===== config.mk =====
export PLATFORM = sky130hd
export DESIGN_NAME = mem_data_arb
export DESIGN_NICKNAME = d
export VERILOG_FILES = /design/src/rtl/mem_arb_pkg.sv /design/src/rtl/mem_data_arb.sv
export SDC_FILE = /design/constraint.sdc
export NUM_CORES = 1
export LEC_CHECK = 0
export BUFFER_PORTS_ARGS = -buffer_cell sky130_fd_sc_hd__buf_2
export CAP_MARGIN = 20
export CORE_AREA = 2 2 116 118
export CTS_BUF_LIST = sky130_fd_sc_hd__clkbuf_8
export CTS_CLUSTER_DIAMETER = 80
export CTS_CLUSTER_SIZE = 10
export DETAILED_ROUTE_END_ITERATION = 10
export DIE_AREA = 0 0 118 120
export PLACE_DENSITY = 0.85
export SLEW_MARGIN = 20
export SYNTH_ARGS = -nofsm -noshare
export SYNTH_HDL_FRONTEND = slang
export SYNTH_SLANG_ARGS = --single-unit

===== constraint.sdc =====
create_clock -name clk -period 2.2 [get_ports clk]
set_input_delay 0.33 -clock clk [delete_from_list [all_inputs] [get_ports clk]]
set_output_delay 0.33 -clock clk [all_outputs]
set_load 0.005 [all_outputs]

===== src/rtl/mem_arb_pkg.sv =====
// Shared types and defaults for the MEM-stage / debug data-memory arbiter.
package mem_arb_pkg;

  typedef enum logic [1:0] {
    IDLE = 2'd0,
    BUSY = 2'd1,
    DONE = 2'd2
  } state_t;

  typedef enum logic {
    PIPE = 1'b0,
    DBG  = 1'b1
  } owner_t;

  localparam int unsigned MEM_LATENCY_DEF  = 2;
  localparam int unsigned STARVE_LIMIT_DEF = 4;
  localparam int unsigned CNT_W            = 4;
  localparam int unsigned DATA_W           = 32;
  localparam int unsigned ADDR_W           = 32;

  // Access captured at grant and replayed to memory for the whole BUSY window.
  typedef struct packed {
    logic              we;
    logic [ADDR_W-1:0] addr;
    logic [DATA_W-1:0] wdata;
  } acc_t;

endpackage


===== src/rtl/mem_data_arb.sv =====
// Arbitrates the data memory between the MEM-stage pipeline and a debug/loader port.
// Optional alignment trap: define MEM_DATA_ARB_ALIGN_CHECK_EN.
module mem_data_arb
  import mem_arb_pkg::*;
#(
  parameter int unsigned MEM_LATENCY  = MEM_LATENCY_DEF,
  parameter int unsigned STARVE_LIMIT = STARVE_LIMIT_DEF
) (
  input  logic        clk,
  input  logic        rst_n,
  input  logic        pipe_mem_read,
  input  logic        pipe_mem_write,
  input  logic [31:0] pipe_addr,
  input  logic [31:0] pipe_wdata,
  output logic [31:0] pipe_rdata,
  output logic        pipe_stall,
  input  logic        dbg_req,
  input  logic        dbg_we,
  input  logic [31:0] dbg_addr,
  input  logic [31:0] dbg_wdata,
  output logic        dbg_ack,
  output logic [31:0] dbg_rdata,
  output logic        mem_read,
  output logic        mem_write,
  output logic [31:0] mem_addr,
  output logic [31:0] mem_wdata,
  input  logic [31:0] mem_rdata,
  output logic        align_err
);

  localparam int unsigned SW = (STARVE_LIMIT < 1) ? 1 : $clog2(STARVE_LIMIT + 1);

  state_t            state_q, state_d;
  owner_t            owner_q, owner_d;
  logic [CNT_W-1:0]  cnt_q, cnt_d;
  logic [SW-1:0]     starve_q, starve_d;
  acc_t              acc_q, acc_d;
  logic [DATA_W-1:0] rd_q, rd_d;

  logic pipe_req, dbg_win, pipe_win, busy;
  acc_t grant_acc;

  // Debug only beats a pending pipe request once the pipe has starved it long enough.
  assign pipe_req = pipe_mem_read | pipe_mem_write;
  assign dbg_win  = dbg_req & (~pipe_req | (starve_q == SW'(STARVE_LIMIT)));
  assign pipe_win = pipe_req & ~dbg_win;

  always_comb begin
    if (dbg_win) begin
      grant_acc.we    = dbg_we;
      grant_acc.addr  = dbg_addr;
      grant_acc.wdata = dbg_wdata;
    end else begin
      grant_acc.we    = pipe_mem_write;
      grant_acc.addr  = pipe_addr;
      grant_acc.wdata = pipe_wdata;
    end
  end

`ifdef MEM_DATA_ARB_ALIGN_CHECK_EN
  logic err_q, err_d;
`endif

  always_comb begin
    state_d  = state_q;
    owner_d  = owner_q;
    cnt_d    = cnt_q;
    starve_d = starve_q;
    acc_d    = acc_q;
    rd_d     = rd_q;
`ifdef MEM_DATA_ARB_ALIGN_CHECK_EN
    err_d    = 1'b0;
`endif
    unique case (state_q)
      IDLE: begin
        if (dbg_win || pipe_win) begin
          if (dbg_win) owner_d = DBG;
          else         owner_d = PIPE;
          acc_d = grant_acc;
          cnt_d = CNT_W'(MEM_LATENCY - 1);
`ifdef MEM_DATA_ARB_ALIGN_CHECK_EN
          if (|grant_acc.addr[1:0]) begin
            state_d = DONE;
            err_d   = 1'b1;
            if (!grant_acc.we) rd_d = '0;
          end else
`endif
          state_d = BUSY;
        end
        if (dbg_win) begin
          starve_d = '0;
        end else if (pipe_win && dbg_req && (starve_q != SW'(STARVE_LIMIT))) begin
          starve_d = starve_q + SW'(1);
        end
      end
      BUSY: begin
        cnt_d = cnt_q - CNT_W'(1);
        if (cnt_q == '0) begin
          cnt_d   = '0;
          state_d = DONE;
          if (!acc_q.we) rd_d = mem_rdata;
        end
      end
      DONE:    state_d = IDLE;
      default: state_d = IDLE;
    endcase
    if (!dbg_req) starve_d = '0;
  end

  always_ff @(posedge clk) begin
    if (!rst_n) begin
      state_q  <= IDLE;
      owner_q  <= PIPE;
      cnt_q    <= '0;
      starve_q <= '0;
      acc_q    <= '0;
      rd_q     <= '0;
    end else begin
      state_q  <= state_d;
      owner_q  <= owner_d;
      cnt_q    <= cnt_d;
      starve_q <= starve_d;
      acc_q    <= acc_d;
      rd_q     <= rd_d;
    end
  end

`ifdef MEM_DATA_ARB_ALIGN_CHECK_EN
  // err_q is only ever set on the edge into DONE, so it is a one-cycle pulse.
  always_ff @(posedge clk) begin
    if (!rst_n) err_q <= 1'b0;
    else        err_q <= err_d;
  end
  assign align_err = err_q;
`else
  assign align_err = 1'b0;
`endif

  assign busy       = (state_q == BUSY);
  assign mem_read   = busy & ~acc_q.we;
  assign mem_write  = busy & acc_q.we;
  assign mem_addr   = busy ? acc_q.addr  : '0;
  assign mem_wdata  = busy ? acc_q.wdata : '0;
  assign pipe_rdata = rd_q;
  assign dbg_rdata  = rd_q;
  assign dbg_ack    = (state_q == DONE) & (owner_q == DBG);

  // A pending pipe request in IDLE always stalls, whether it wins or loses.
  assign pipe_stall = rst_n & (((state_q == IDLE) & pipe_req) | (busy & (owner_q == PIPE)));

endmodule


==> results of run 1 <==
==> worst register-to-register path: stages (launching register included) <==
cell and delay [ns]:
dfxtp_1 0.33, inv_1 0.07, ha_1 0.23, o2bb2ai_4 0.31, buf_12 0.30, a21boi_0 0.15, o311a_1 0.36
==> state kept, by name (all words and copies together) (netlist names) <==
| name | cells |
|---|---|
| acc_q | 65 |
| dbg_rdata | 32 |
| cnt_q | 4 |
| starve_q | 3 |
| state_q | 2 |
| owner_q | 1 |
==> final timing paths <==
path,startpoint,to,slack (ns)
worst min-delay path,mem_rdata[16],dbg_rdata[16]$_SDFFE_PN0P_,0.19
worst max register to register,starve_q[0]$_SDFFE_PN0P_,acc_q[42]$_SDFFE_PN0P_,0.34
worst max-delay path,state_q[0]$_SDFFE_PN0P_,mem_read,0.19
worst min register to register,starve_q[0]$_SDFFE_PN0P_,starve_q[0]$_SDFFE_PN0P_,0.48
==> per-stage QoR <==
step / util, % / total power, mW / std cells / instance area (um2) / hold WS, ns
5_1_grt: 58.0 / 5.41 / 1094 / 7530 / 0.182
3_5_place_dp: 56.7 / 4.05 / 1078 / 7360 / 0.470
3_3_place_gp: 56.7 / 4.02 / 1078 / 7360 / 0.462
4_1_cts: 58.0 / 5.13 / 1093 / 7520 / 0.170
2_1_floorplan: - / 3.51 / 704 / 6040 / 0.448
6_report: 58.0 / 5.08 / 1094 / 7530 / 0.192
==> final cells by class <==
type | instances | area share [%]
Inverter | 8 | 0.415
Sequential cell | 107 | 28.4
Clock inverter | 5 | 0.299
Timing Repair Buffer | 316 | 22.5
Tap cell | 176 | 2.92
Clock buffer | 10 | 1.83
Multi-Input combinational cell | 472 | 43.6
==> Yosys cell counts, types with 2 or more instances <==
cell,count
o311a_1,64
buf_1,2
or3b_1,2
buf_6,3
nand2b_1,3
nand3_1,38
buf_4,36
inv_1,7
ha_1,4
dfxtp_1,107
o21ai_1,33
and3_1,64
a21boi_1,20
o21bai_1,64
and2_1,64
nand2_1,7
clkbuf_1,56
a21boi_0,44
buf_2,20
nor2_1,4
a41o_1,2
nor3_1,3
a21oi_1,38
==> power breakdown <==
| group | total (mW) | internal, mW | switching, mW |
|---|---|---|---|
| Sequential | 2.31 | 2.19 | 0.120 |
| Combinational | 1.69 | 0.780 | 0.906 |
| Clock | 1.08 | 0.424 | 0.659 |
==> kinds of logic after synthesis <==
family | synth area share [%]
other | 0.0621
DFF | 35.4
AOI/OAI and AO/OA | 34.0
adders and majority gates | 0.828
and+or+nand+nor | 18.9
buffers and inverters | 10.8
==> repair_timing <==
item | in CTS | in global routing
gates resized for setup | 0 | 1
buffers inserted | 0 | 1
setup endpoints to repair | 0 | 50
==> routing by layer <==
| metal | vias to the layer above | global-route usage [%] |
|---|---|---|
| li1 | 2963 | - |
| met1 | 2774 | 28.6 |
| met2 | 259 | 41.9 |
| met3 | 27 | 6.08 |
| met4 | 0 | 10.2 |
| met5 | - | 0 |
==> impl_metrics.yaml, run 1 <==
timing:
  maxSlewHeadroom_pct: 60.5
  worst_slew_pin_slew_ns: 0.593
  setup_violations: 0
  finalCriticalPeriod_ns: 2.01
  skew_ns: 0.00850
  hold_viol_final: 0
  tns_ns: 0
  rsz0062_at_grt: "no"
  drv_slew: 0
  fin_crit_sh_pct: 91.2
  max_freq_mhz: 498
  fin_ws_ns: 0.193
placement:
  numPortBuffers: 297
  dp_hpwl_um: 11900
  place_ws_ns: 0.304
  globalplace.congestion: 0.808
drt:
  drt_first_pass_iters: 6
  drc: 0
  drt-met1-wl_um: 6930
  antenna_left: 0
  vias: 6023
  wl_met3_um: 1420
  top_layer: "met4"
  initialDrtViolationCount: 345
  routed-wl-met2_um: 8720
  post_drt_wl_per_cell_um: 16.0
  wl_um: 17500
  via_per_inst: 5.51
synth:
  synth_area_per_cell_um2: 8.58
  synth-seq-area-share_pct: 35.4
  synth_edf_count: 0
  synth_cell_type_count: 42
  netlist_instances: 704
  synth_seq_cells: 107
  synth-main-ff-cell: "dfxtp_1"
  yosys.area.top_type: "dfxtp_1"
  syn_area_mm2: 0.00604
  synthArstFlopShare_pct: 0
  synth_top_area_share_pct: 35.4
  syn-num-nets: 874
  ys_warn_count: 0
  synthTopCellsByArea: "dfxtp_1 (35%), o311a_1 (11%), o21bai_1 (8.0%)"
floorplanning:
  boundaryPins: 299
  rows: 42
  core_area_mm2: 0.0130
  die_y_um: 120
  die_area_mm2: 0.0142
  start_util_pct: 46.6
  die_w_um: 118
critical_path:
  slowest_delay_ns: 0.45
  worst-path-max-fanout: 22
  end_kind: "output pin"
  cp_top_family: "flip-flops"
  cp-start-kind: "flop"
  crit_chain: "or3b_1 -> clkinv_2 -> buf_2"
  required_ns: 1.87
  path_depth: 3
  cp_slowest_cell: "dfxtp_1"
  path_buf_inv: 2
  worstSetupPathType: "reg -> out"
  reg2reg_depth: 6
  arrival_ns: 1.68
layout:
  nets: 1084
  multiInputGateArea_mm2: 0.00328
  mostFrequentLayoutCell: "buf_2"
  seq_area_mm2: 0.00214
  mostFrequentLayoutCells: "buf_2 (296), dfxtp_1 (107)"
  antenna_cells: 0
  fill_cells: 1210
  areaGrowthSynthToFinish_pct: 24.6
  drive_gt1_share_pct: 36.6
pwr:
  vdd_ir_drop_max_v: 0.000312
  p_per_area_mw_per_mm2: 675
  leakage_nw: 3.94
clock_tree:
  cts_max_level: 3
  cts.clk_slew.worst_paths_ns: 0.10
  worstSkewPairLatency_ns: 0.38
  cts_tree: "yes"
  numCtsBuffers: 9
  clk_path_buf_depth: 2
  root_buffer: "clkbuf_8"
  numClockSinks: 107
  hold_buffers: 0
hold_path:
  min_path_type: "in -> reg"
  hold_path_depth: 3
grt:
  antenna_found_initial: 0
  grt_pass1_wl_um: 28000
  grt_pass1_vias: 5648
  grt_overflow: 0
  grtUsageTotal_pct: 24.2
  grt_max_degree: 108
job:
  max-cap-violations: 0
outcome:
  status: "complete, no violations"
(Power assumes the default switching activity.)
==> run 2: changes to the inputs <==
--- a/config.mk
+++ b/config.mk
@@ -5,14 +5,15 @@
 export SDC_FILE = /design/constraint.sdc
 export NUM_CORES = 1
 export LEC_CHECK = 0
+export ABC_AREA = 1
 export BUFFER_PORTS_ARGS = -buffer_cell sky130_fd_sc_hd__buf_2
 export CAP_MARGIN = 20
-export CORE_AREA = 2 2 116 118
+export CORE_AREA = 2 2 115 117
 export CTS_BUF_LIST = sky130_fd_sc_hd__clkbuf_8
 export CTS_CLUSTER_DIAMETER = 80
 export CTS_CLUSTER_SIZE = 10
 export DETAILED_ROUTE_END_ITERATION = 10
-export DIE_AREA = 0 0 118 120
+export DIE_AREA = 0 0 117 119
 export PLACE_DENSITY = 0.85
 export SLEW_MARGIN = 20
 export SYNTH_ARGS = -nofsm -noshare
==> run 2 against run 1 <==
  * Sequential share of layout area is 0.37 points higher
  * Clock power is 26% higher
  * Wire length decreased by 7.2%
  * Critical path type unchanged
  * Cell count is 19% higher
  * Clock skew rose by 0.0019 ns
  * Non-clock buffer count shrank 7
==> impl_metrics.yaml, run 2 <==
pwr:
  leakage_nw: 3.82
  vdd_ir_drop_max_v: 0.000425
  p_per_area_mw_per_mm2: 785
  finalPower_mw: 5.84
timing:
  drv_slew: 0
  rsz0062_at_grt: "no"
  fin_crit_sh_pct: 91.2
  fin_ws_ns: 0.193
  tns_ns: 0
  setup_violations: 0
  hold_viol_final: 0
  skew_ns: 0.0104
  max_freq_mhz: 498
  worst_slew_pin_slew_ns: 0.746
  finalCriticalPeriod_ns: 2.01
  maxSlewHeadroom_pct: 50.1
clock_tree:
  cts_tree: "yes"
  root_buffer: "clkbuf_8"
  worstSkewPairLatency_ns: 0.38
  post_cts_buffers: 0
  hold_buffers: 0
  numClockSinks: 107
  clk_path_buf_depth: 2
  cts_resized: 0
  cts.clk_slew.worst_paths_ns: 0.10
  numCtsBuffers: 9
  cts_max_level: 3
floorplanning:
  core_area_mm2: 0.0129
  die_area_mm2: 0.0139
  rows: 42
  die_y_um: 119
  die_w_um: 117
  boundaryPins: 299
  start_util_pct: 46.6
layout:
  fill_cells: 1279
  multiInputGateArea_mm2: 0.00287
  largest_register_ffs: 65
  mostFrequentLayoutCells: "buf_2 (296), nor2_1 (261), dfxtp_1 (107)"
  nets: 1287
  seq_area_mm2: 0.00214
  areaGrowthSynthToFinish_pct: 24.0
  regMostFlops: "acc_q"
  drive_gt1_share_pct: 30.5
  post-route-util_pct: 57.7
  stdcell_count: 1300
  mostFrequentLayoutCell: "buf_2"
grt:
  busiest_layer: "met2"
  grt_overflow: 0
  met1_usage_pct: 27.1
  antenna_found_initial: 1
  grt_pass1_wl_um: 25500
  grt_pass1_vias: 5512
  use_met3_pct: 5.95
  grtUsageMet2_pct: 38.4
  grt_max_degree: 135
  grtUsageTotal_pct: 22.7
synth:
  synth_common_cells: "nor2_1 (261), dfxtp_1 (107), nand2_1 (83)"
  syn_area_mm2: 0.00599
  synth-main-ff-cell: "dfxtp_1"
  synthArstFlopShare_pct: 0
  ys_warn_count: 0
  yosys.area.top_type: "dfxtp_1"
  syn-num-nets: 1067
  synth_seq_cells: 107
  synthTopCellsByArea: "dfxtp_1 (36%), nor2_1 (16%), a21boi_0 (7.3%)"
  netlist_instances: 897
  synth_cell_type_count: 28
  synth-seq-area-share_pct: 35.7
  synth_edf_count: 0
  synthMostInstantiatedCell: "nor2_1"
  synth_area_per_cell_um2: 6.68
  synth_top_area_share_pct: 35.7
drt:
  wl_um: 16300
  post_drt_wl_per_cell_um: 12.5
  initialDrtViolationCount: 366
  via_per_inst: 4.77
  drt_first_pass_iters: 4
  antenna_left: 0
  drc: 0
  vias: 6199
job:
  max-cap-violations: 0
critical_path:
  required_ns: 1.87
  arrival_ns: 1.68
  reg2reg_depth: 7
  cp-start-kind: "flop"
  worstSetupPathType: "reg -> out"
  end_kind: "output pin"
  r2r_slack_ns: 0.42
  r2r-end: "dbg_rdata[27]$_SDFFE_PN0P_"
  worst-path-max-fanout: 27
  r2r_start: "state_q[1]$_SDFFE_PN0P_"
placement:
  numPortBuffers: 297
  place_ws_ns: 0.376
  dp_hpwl_um: 11600
  place_inst: 1282
  globalplace.congestion: 0.874
hold_path:
  hold_path_depth: 3
  min_path_type: "in -> reg"
  holdPathEnd: "dbg_rdata[9]$_SDFFE_PN0P_"
  min-delay-start: "mem_rdata[9]"
outcome:
  status: "complete, no violations"
## run 2: worst max-delay path by stage
| stage | to | startpoint | slack [ns] |
|---|---|---|---|
| final | mem_addr[3] | state_q[0]$_SDFFE_PN0P_ | 0.19 |
| after global routing | pipe_stall | state_q[0]$_SDFFE_PN0P_ | 0.06 |
| after CTS | mem_addr[3] | state_q[0]$_SDFFE_PN0P_ | 0.14 |
| after detailed placement | acc_q[12]$_SDFFE_PN0P_ | pipe_mem_write | 0.38 |
| after global placement | acc_q[28]$_SDFFE_PN0P_ | pipe_mem_write | 0.38 |
| after floorplan | acc_q[18]$_SDFFE_PN0P_ | starve_q[0]$_SDFFE_PN0P_ | 0.86 |
## run 2: worst max-delay path: stages (launching register included)
cell     delay (ns)
dfxtp_1        0.42
nand2_2        0.30
buf_12         0.27
nor2_1         0.16
buf_2          0.14
## run 2: kinds of logic after synthesis
family / Yosys count / synth area share [%]
AND/OR/NAND/NOR: 430 / 29.3
AO/OA/AOI/OAI: 174 / 17.3
buffers and inverters: 179 / 16.4
adder cells (fa/ha/maj): 4 / 0.835
other: 1 / 0.0626
XOR/XNOR: 2 / 0.292
flip-flops: 107 / 35.7
## run 2: metal layers
metal	share of wire, %	vias to the layer above
met2	48	234
met5	0	-
li1	-	3221
met1	42	2718
met3	7.8	26
met4	2.3	0
## run 2: metrics by stage
step	area, um2	hold WS [ns]
CTS	7430	0.153
global placement	7200	0.471
global route	7430	0.172
floorplan	5990	0.453
detailed placement	7200	0.478
finish	7430	0.177
## run 2: power by group
group | switching (mW) | leakage, nW | internal (mW)
Sequential | 0.202 | 0.885 | 2.29
Combinational | 1.16 | 2.83 | 0.833
Clock | 0.687 | 0.109 | 0.672
Total | 2.04 | 3.82 | 3.79
## run 2: final cells by class
cell class                 instances  area share (%)
clock inverter                     6            1.19
antenna                            2          0.0673
tap                              176            2.96
multi-input combinational        611            38.7
timing repair buffer             309            22.4
clock buffer                      10            1.85
inverter                          79            4.04
sequential                       107            28.8
==> run 3: changes to the inputs <==
--- a/config.mk
+++ b/config.mk
@@ -14,7 +14,7 @@
 export CTS_CLUSTER_SIZE = 10
 export DETAILED_ROUTE_END_ITERATION = 10
 export DIE_AREA = 0 0 117 119
-export PLACE_DENSITY = 0.85
+export PLACE_DENSITY_LB_ADDON = 0.12
 export SLEW_MARGIN = 20
 export SYNTH_ARGS = -nofsm -noshare
 export SYNTH_HDL_FRONTEND = slang
==> constraint.sdc (replaced) <==
create_clock -name clk -period 2.3 [get_ports clk]
set_input_delay 0.345 -clock clk [delete_from_list [all_inputs] [get_ports clk]]
set_output_delay 0.345 -clock clk [all_outputs]
set_load 0.005 [all_outputs]
==> run 3 against run 2 <==
  * Cell count down 0.23%
  * Core utilization about the same
  * Die area is the same
  * Non-clock buffer count decreased by 2
  * Clock skew is 0.0016 ns higher
  * Hold slack better by 0.017 ns
  * Worst setup slack better by 0.13 ns
  * Count of clock-buffer cells in the layout stayed put
  * Sequential cell count stayed put
  * Sequential share of layout area barely moved
  * Total power is 2.7% lower
  * Largest cell class unchanged
==> impl_metrics.yaml, run 3 (synthesis results as in run 2) <==
floorplanning:
  boundaryPins: 299
  die_w_um: 117
  start_util_pct: 46.6
  die_y_um: 119
  rows: 42
  core_area_mm2: 0.0129
  die_area_mm2: 0.0139
timing:
  setup_violations: 0
  finalCriticalPeriod_ns: 1.98
  rsz0062_at_grt: "no"
  skew_ns: 0.0120
  max_freq_mhz: 505
  holdWs_ns: 0.194
  fin_crit_sh_pct: 86.1
  hold_viol_final: 0
  maxSlewHeadroom_pct: 36.3
  fin_ws_ns: 0.319
  tns_ns: 0
  worst_slew_pin_slew_ns: 0.952
  drv_slew: 0
pwr:
  p_per_area_mw_per_mm2: 764
  leakage_nw: 3.82
  vdd_ir_drop_max_v: 0.000301
placement:
  numPortBuffers: 297
  place_inst: 1280
  dp_hpwl_um: 11400
  place_ws_ns: 0.342
  globalplace.congestion: 0.814
clock_tree:
  hold_buffers: 0
  cts.clk_slew.worst_paths_ns: 0.11
  numClockSinks: 107
  cts_tree: "yes"
  cts_resized: 0
  cts_max_level: 3
  clk_path_buf_depth: 2
  numCtsBuffers: 9
  root_buffer: "clkbuf_8"
  post_cts_buffers: 0
  worstSkewPairLatency_ns: 0.38
critical_path:
  arrival_ns: 1.64
  end_kind: "output pin"
  slowest_delay_ns: 0.42
  cp_slowest_cell: "dfxtp_1"
  required_ns: 1.96
  cp_top_family: "buffers and inverters"
  worst-path-max-fanout: 39
  cp-start-kind: "flop"
  worstSetupPathType: "reg -> out"
  path_buf_inv: 3
  crit_chain: "inv_2 -> nand2_2 -> buf_4 -> nor2_1 -> buf_2"
drt:
  antenna_left: 0
  drt_first_pass_iters: 4
  initialDrtViolationCount: 309
  via_per_inst: 4.71
  wl_um: 16400
  drc: 0
  post_drt_wl_per_cell_um: 12.6
  vias: 6111
grt:
  grt_overflow: 0
  grt_pass1_vias: 5332
  grt_max_degree: 135
  grt_pass1_wl_um: 25300
  grtUsageTotal_pct: 22.6
  antenna_found_initial: 0
outcome:
  status: "complete, no violations"
layout:
  drive_gt1_share_pct: 30.4
  largest_register_ffs: 65
  regMostFlops: "acc_q"
  nets: 1285
  stdcell_count: 1297
  mostFrequentLayoutCells: "buf_2 (296), nor2_1 (261), dfxtp_1 (107)"
  post-route-util_pct: 57.7
  mostFrequentLayoutCell: "buf_2"
  areaGrowthSynthToFinish_pct: 23.9
hold_path:
  min_path_type: "in -> reg"
job:
  max-cap-violations: 0
run 3: cell count changes in the layout (fill, tap and decap cells not counted), sizes merged:
cell	change
diode	-1
bufinv	+1
buf	-2
clkinv	+1
clkinvlp	-2
run 3: path summary, 6_finish.rpt:
check	start	to	slack, ns	depth (start not counted)
hold / removal	mem_rdata[29]	dbg_rdata[29]$_SDFFE_PN0P_	0.19	3
hold reg to reg	owner_q$_SDFFE_PN0P_	owner_q$_SDFFE_PN0P_	0.49	2
setup reg to reg	starve_q[0]$_SDFFE_PN0P_	acc_q[34]$_SDFFE_PN0P_	0.58	8
setup / recovery	state_q[1]$_SDFFE_PN0P_	mem_addr[5]	0.32	5
run 3: layout make-up:
class / count / area, um2
Inverter: 79 / 300
Timing Repair Buffer: 307 / 1640
Clock buffer: 10 / 138
Sequential cell: 107 / 2140
Tap cell: 176 / 220
Clock inverter: 6 / 113
Antenna cell: 1 / 2.50
Fill cell: 1311 / 5450
Multi-Input combinational cell: 611 / 2870
run 3: through the flow:
stage	area, um2	total power [mW]
2_1_floorplan	5990	3.82
3_3_place_gp	7180	4.31
3_5_place_dp	7180	4.33
4_1_cts	7430	5.75
5_1_grt	7430	6.14
6_report	7430	5.68
run 3: worst register-to-register path: stages (launching register included):
cell and delay [ns]:
dfxtp_1 0.33, inv_1 0.08, ha_1 0.14, nand2_1 0.09, o21ai_4 0.36, buf_12 0.30
a21boi_0 0.15, nor2_1 0.13, nor2_1 0.05
run 3: metal layers:
layer	vias up	GRT usage, %	share of wire (%)
met5	-	0	0
met2	186	38.7	48
met4	0	7.28	1.6
met1	2681	27.7	44
met3	19	5.24	6.6
li1	3225	-	-
run 3: report_power, final:
part           switching, mW  internal [mW]
sequential             0.181           2.19
combinational           1.11          0.788
clock                  0.660          0.755
total                   1.95           3.73
